<file path="src/rtl/oisc_mem_responder.sv">
// OISC SRAM responder: host-loaded memory, run/halt control; reads return 1 cycle after request,
// ld_ready backpressures the host outside LOAD. Optional write protection: OISC_MEM_WPROT_EN.
module oisc_mem_responder #(
  parameter int unsigned    AW        = 8,
  parameter int unsigned    DW        = 8,
  parameter logic [AW-1:0]  HALT_ADDR = {AW{1'b1}}
) (
  input  logic          clk,
  input  logic          rstn,
  input  logic          ld_valid,
  output logic          ld_ready,
  input  logic [AW-1:0] ld_addr,
  input  logic [DW-1:0] ld_data,
  input  logic          start,
  input  logic          clr,
  output logic          cpu_rstn,
  input  logic          sram_en,
  input  logic          sram_we,
  input  logic [AW-1:0] sram_addr,
  input  logic [DW-1:0] sram_wdata,
  output logic [DW-1:0] sram_rdata,
  output logic          halted,
  output logic [DW-1:0] halt_code,
  output logic          err
);

  localparam int unsigned DEPTH = 2 ** AW;

  typedef enum logic [1:0] {
    ST_LOAD = 2'd0,
    ST_RUN  = 2'd1,
    ST_HALT = 2'd2
  } state_t;

  state_t        state;
  state_t        state_nxt;

  logic [DW-1:0] mem [DEPTH];

  logic          ld_fire;
  logic          cpu_rd;
  logic          cpu_wr;
  logic          halt_wr;
  logic          wr_allowed;
  logic          wr_blocked;
  logic          mem_we;
  logic [AW-1:0] mem_waddr;
  logic [DW-1:0] mem_wdata;

`ifdef OISC_MEM_WPROT_EN
  // Lower half of the space is code; only the halt store may land there.
  assign wr_allowed = sram_addr[AW-1] || (sram_addr == HALT_ADDR);
`else
  assign wr_allowed = 1'b1;
`endif
  assign wr_blocked = !wr_allowed;

  assign ld_fire = (state == ST_LOAD) && ld_valid && ld_ready;
  assign cpu_rd  = (state == ST_RUN) && sram_en && !sram_we;
  assign cpu_wr  = (state == ST_RUN) && sram_en && sram_we;
  assign halt_wr = cpu_wr && (sram_addr == HALT_ADDR);

  always_comb begin
    state_nxt = state;
    case (state)
      ST_LOAD: if (start)   state_nxt = ST_RUN;
      ST_RUN:  if (halt_wr) state_nxt = ST_HALT;
      ST_HALT: if (clr)     state_nxt = ST_LOAD;
      default:              state_nxt = ST_LOAD;
    endcase
  end

  // Host and processor never share a cycle, so one write port suffices.
  always_comb begin
    mem_we    = 1'b0;
    mem_waddr = ld_addr;
    mem_wdata = ld_data;
    if (ld_fire) begin
      mem_we = 1'b1;
    end else if (cpu_wr && wr_allowed) begin
      mem_we    = 1'b1;
      mem_waddr = sram_addr;
      mem_wdata = sram_wdata;
    end
  end

  // Memory contents are deliberately not reset so a program survives rstn.
  always_ff @(posedge clk) begin
    if (mem_we) begin
      mem[mem_waddr] <= mem_wdata;
    end
  end

  always_ff @(posedge clk or negedge rstn) begin
    if (!rstn) begin
      state      <= ST_LOAD;
      cpu_rstn   <= 1'b0;
      ld_ready   <= 1'b0;
      halted     <= 1'b0;
      sram_rdata <= '0;
      halt_code  <= '0;
    end else begin
      state    <= state_nxt;
      cpu_rstn <= (state_nxt == ST_RUN);
      ld_ready <= (state_nxt == ST_LOAD);
      halted   <= (state_nxt == ST_HALT);
      if (cpu_rd) begin
        sram_rdata <= mem[sram_addr];
      end
      if (halt_wr) begin
        halt_code <= sram_wdata;
      end
    end
  end

`ifdef OISC_MEM_WPROT_EN
  logic err_q;

  always_ff @(posedge clk or negedge rstn) begin
    if (!rstn) begin
      err_q <= 1'b0;
    end else if ((state == ST_HALT) && clr) begin
      err_q <= 1'b0;
    end else if (cpu_wr && wr_blocked) begin
      err_q <= 1'b1;
    end
  end

  assign err = err_q;
`else
  assign err = 1'b0 & wr_blocked;
`endif

endmodule

</file>
<file path="config.mk">
export PLATFORM = sky130hd
export DESIGN_NAME = oisc_mem_responder
export DESIGN_NICKNAME = d
export VERILOG_FILES = /design/src/rtl/oisc_mem_responder.sv
export SDC_FILE = /design/constraint.sdc
export NUM_CORES = 2
export LEC_CHECK = 0
export ABC_AREA = 1
export ABC_CLOCK_PERIOD_IN_PS = 15000
export CELL_PAD_IN_SITES_DETAIL_PLACEMENT = 0
export CELL_PAD_IN_SITES_GLOBAL_PLACEMENT = 1
export CORE_ASPECT_RATIO = 1.4
export CORE_MARGIN = 1
export CORE_UTILIZATION = 45
export DETAILED_ROUTE_END_ITERATION = 8
export GPL_TIMING_DRIVEN = 0
export PLACE_DENSITY = 0.68
export SLEW_MARGIN = 20
export SYNTH_ARGS = -nofsm -noshare
export SYNTH_HDL_FRONTEND = slang
export SYNTH_SLANG_ARGS = --single-unit
</file>
<file path="constraint.sdc">
create_clock -name clk -period 15 [get_ports clk]
set_clock_uncertainty 0.15 [all_clocks]
set_input_delay 2.25 -clock clk [delete_from_list [all_inputs] [get_ports clk]]
set_output_delay 2.25 -clock clk [all_outputs]
set_load 0.02 [all_outputs]
</file>
==> reports/metrics.cfg <==
[floorplanning]
row_count = 187
design.portCount = 59
die_height_um = 513
dieArea_um2 = 189000
start_util_pct = 45.3
die_w_um = 367
area_of_the_core_um2 = 186000

[route]
vias_per_cell = 6.25
num_vias = 63000
ant_nets = 0
wire_length_on_met1_mm = 128
first_pass_iters = 8
met2_wire_length_mm = 172
initialDrtViolationCount = 9512
highest_routed_metal_layer = met5
met3WireLength_mm = 43.3
totalWireLength_mm = 383
post_route_drc = 0
drt-wirelength-per-cell_um = 38.0

[logic_synthesis]
number_of_synthesized_register_bits = 2069
synth_area_leader_cell = edfxtp_1
post_synth_net_total = 7148
yosysTopAreaCellShare_pct = 73.1
syn-instance-count = 7109
synth_warnings = 0
synth_area_leaders = edfxtp_1 (73%), nand3_1 (12%), nand2_1 (9.5%)
synthesis.area_um2 = 84100
avgSynthCellArea_um2 = 11.8
yosysSeqAreaShare_pct = 73.8
ys_types = 26

[cells_and_area]
finalNetCount = 7485
filler_cell_count = 16000
area.sequential_um2 = 62000
layout-drive-gt1-share_pct = 11.3
postLayoutCoreUtil_pct = 52.1
multi_input_comb_area_um2 = 19900
synthToLayoutAreaGrowth_pct = 15.0

[run]
max-cap-violations = 0

[clock_tree]
cts_hold_buffers = 0
clk-insertion-delay-late_ns = 0.88
clock_sinks = 2069
cts_made_buffers = 198
post-cts-setup-buffers = 0
cts_max_path_buffers = 3
cts_tree = yes
clockRootBuffer = clkbuf_16
ctsResizeCount = 0
clk_pin_slew_worst_paths_ns = 0.07
htree_levels = 4

[critical_path]
arrival_time_of_the_worst_setup_path_ns = 6.47
timing.critical_path.to_type = flop
crit_top_cell = nand3_1
critical_path.cell_chain = clkdlybuf4s50_1, clkbuf_1, clkbuf_1, nand3_1, nand3_1, nand3_1, nand3_1, nand3_1, nand3_1, nand2_1
crit_path_start_kind = input pin
worst-setup-path-type = input pin to flop
timing.rr.start = state[1]
crit_path_max_incr_delay_ns = 0.89
critical_path.slowest_cell = clkbuf_1
r2r.worst_path.cells = 11
timing.rr.end = mem[191][3]
reg2reg_setup_slack_ns = 10.43
cp.required_ns = 15.61
crit_path_max_fanout = 10

[placement]
dp_slack_ns = 8.59
number_of_input_and_output_port_buffers_inserted = 51
post-dp-hpwl_mm = 273
gpl.final_weighted_congestion = 1.08

[global_route]
grt_pass1_vias = 58100
grt_pass1_wl_mm = 503
overflow_after_grt = 0
antenna_found_initial = 31
grtUsageTotal_pct = 40.2
grt_max_degree = 35

[timing]
timing.slew.headroom_pct = 11.5
rsz0062_at_grt = false
timing.final.crit_share_pct = 39.1
report.final.setup_viol = 0
min_tclk_post_route_ns = 5.86
pins_over_their_slew_limit = 0
hold_viol = 0
worstMarginPinSlew_ns = 1.33
worst_slack_ns = 9.14
maxClockFrequency_mhz = 171

[hold_path]
worstHoldEndpoint = sram_rdata[6]
hp-start = sram_rdata[6]
min_path_type = flop to flop
whs_path_depth = 2

[pwr]
max-vdd-ir-drop_mv = 0.141
power.density_cell_area_nw_per_um2 = 133
p_leak_uw = 0.0339

[status]
run_status = complete, no violations

-- how the worst max path moves through the flow --
stage / start / to / slack (ns) / cells after the start
after global placement: sram_we / mem[90][0] / -16.58 / 5
after global routing: sram_we / mem[191][4] / 9.29 / 8
after CTS: sram_addr[3] / sram_rdata[3] / 9.50 / 10
after detailed placement: sram_addr[3] / sram_rdata[3] / 8.59 / 10
after floorplan: sram_we / mem[0][0] / -0.008 / 4
final: sram_addr[3] / sram_rdata[3] / 9.14 / 10
-- sequential cells by signal (all words and copies together), names as in the netlist --
| name | flops |
|---|---|
| cpu_rstn | 1 |
| halt_code | 8 |
| halted | 1 |
| ld_ready | 1 |
| mem | 2048 |
| sram_rdata | 8 |
| state | 2 |
-- cell usage in the layout (no fill, tap or decap), types with 19 or more instances in the layout --
cell                n
inv_1              49
buf_4              19
nor2_1            189
buf_1              36
nand2_1          2125
nand3_1          2041
clkbuf_2           35
clkinv_1           48
nor2_2            102
buf_16             73
edfxtp_1         2048
clkdlybuf4s50_1    50
clkbuf_1          126
clkbuf_16         201
buf_2             321
clkinv_2           23
dfrtp_1            21
-- routing by layer --
layer	track usage, %	up-vias
li1	-	25900
met1	46.1	31000
met2	61.8	4737
met3	11.3	1347
met4	35.3	20
met5	0	-
-- power breakdown --
group | switching [µW] | leakage, µW | total [µW] | internal [µW]
registers | 5.46 | 0.0187 | 6470 | 6460
clock network | 2290 | 0.00309 | 5080 | 2790
logic | 999 | 0.0121 | 1320 | 316
total | 3290 | 0.0339 | 12900 | 9570
-- cell families after synthesis --
| logic type | count (synthesis) | share of synthesized area (%) |
|---|---|---|
| AND/OR/NAND/NOR | 4467 | 23.1 |
| flip-flops | 2069 | 73.8 |
| buffers and inverters | 546 | 2.98 |
| AO/OA/AOI/OAI | 26 | 0.186 |
| other | 1 | 0.00446 |
-- Yosys cell counts --
| library cell | instances |
|---|---|
| nand2_1 | 2125 |
| edfxtp_1 | 2048 |
| nand3_1 | 2041 |
| buf_2 | 301 |
| nor2_1 | 284 |
| clkbuf_1 | 110 |
| buf_1 | 57 |
| inv_1 | 49 |
| dfrtp_1 | 21 |
| o21ai_0 | 20 |
| buf_4 | 19 |
| inv_2 | 7 |
| nor2_2 | 7 |
| o21ai_2 | 4 |
| nand2_2 | 3 |
| nand3_2 | 2 |
| nor4_1 | 2 |
| buf_6 | 1 |
| clkinv_1 | 1 |
| conb_1 | 1 |
| inv_4 | 1 |
| nor2_4 | 1 |
| nor3b_2 | 1 |
| o21ai_1 | 1 |
| o21ai_4 | 1 |
| or2_1 | 1 |
-- metrics by stage --
stage               hold WS, ns  power [µW]  setup TNS (ns)  std cells  instance area, µm²
global placement          0.313        8000               -       9617               87700
global route              0.360       13000               0      10100               96700
finish                    0.328       12900               0      10100               96700
floorplan                 0.394        7240          -17.17       7109               84100
CTS                       0.335       12800               0      10100               96600
detailed placement        0.317        7840               0       9703               90300
-- final cells by class --
class,count,area share (%)
timing repair buffer,137,2.83
clock inverter,106,1.10
antenna,17,0.0440
inverter,58,0.228
sequential,2069,64.1
tap,2457,3.18
multi-input combinational,4494,20.5
clock buffer,257,5.49
buffer,488,2.44
-- critical path: cells and delay by family --
kind	cells	cell delay (ns)
buffers and inverters	3	2.31
AND/OR/NAND/NOR	7	1.88
No activity file was read; power rests on OpenSTA's default activity.
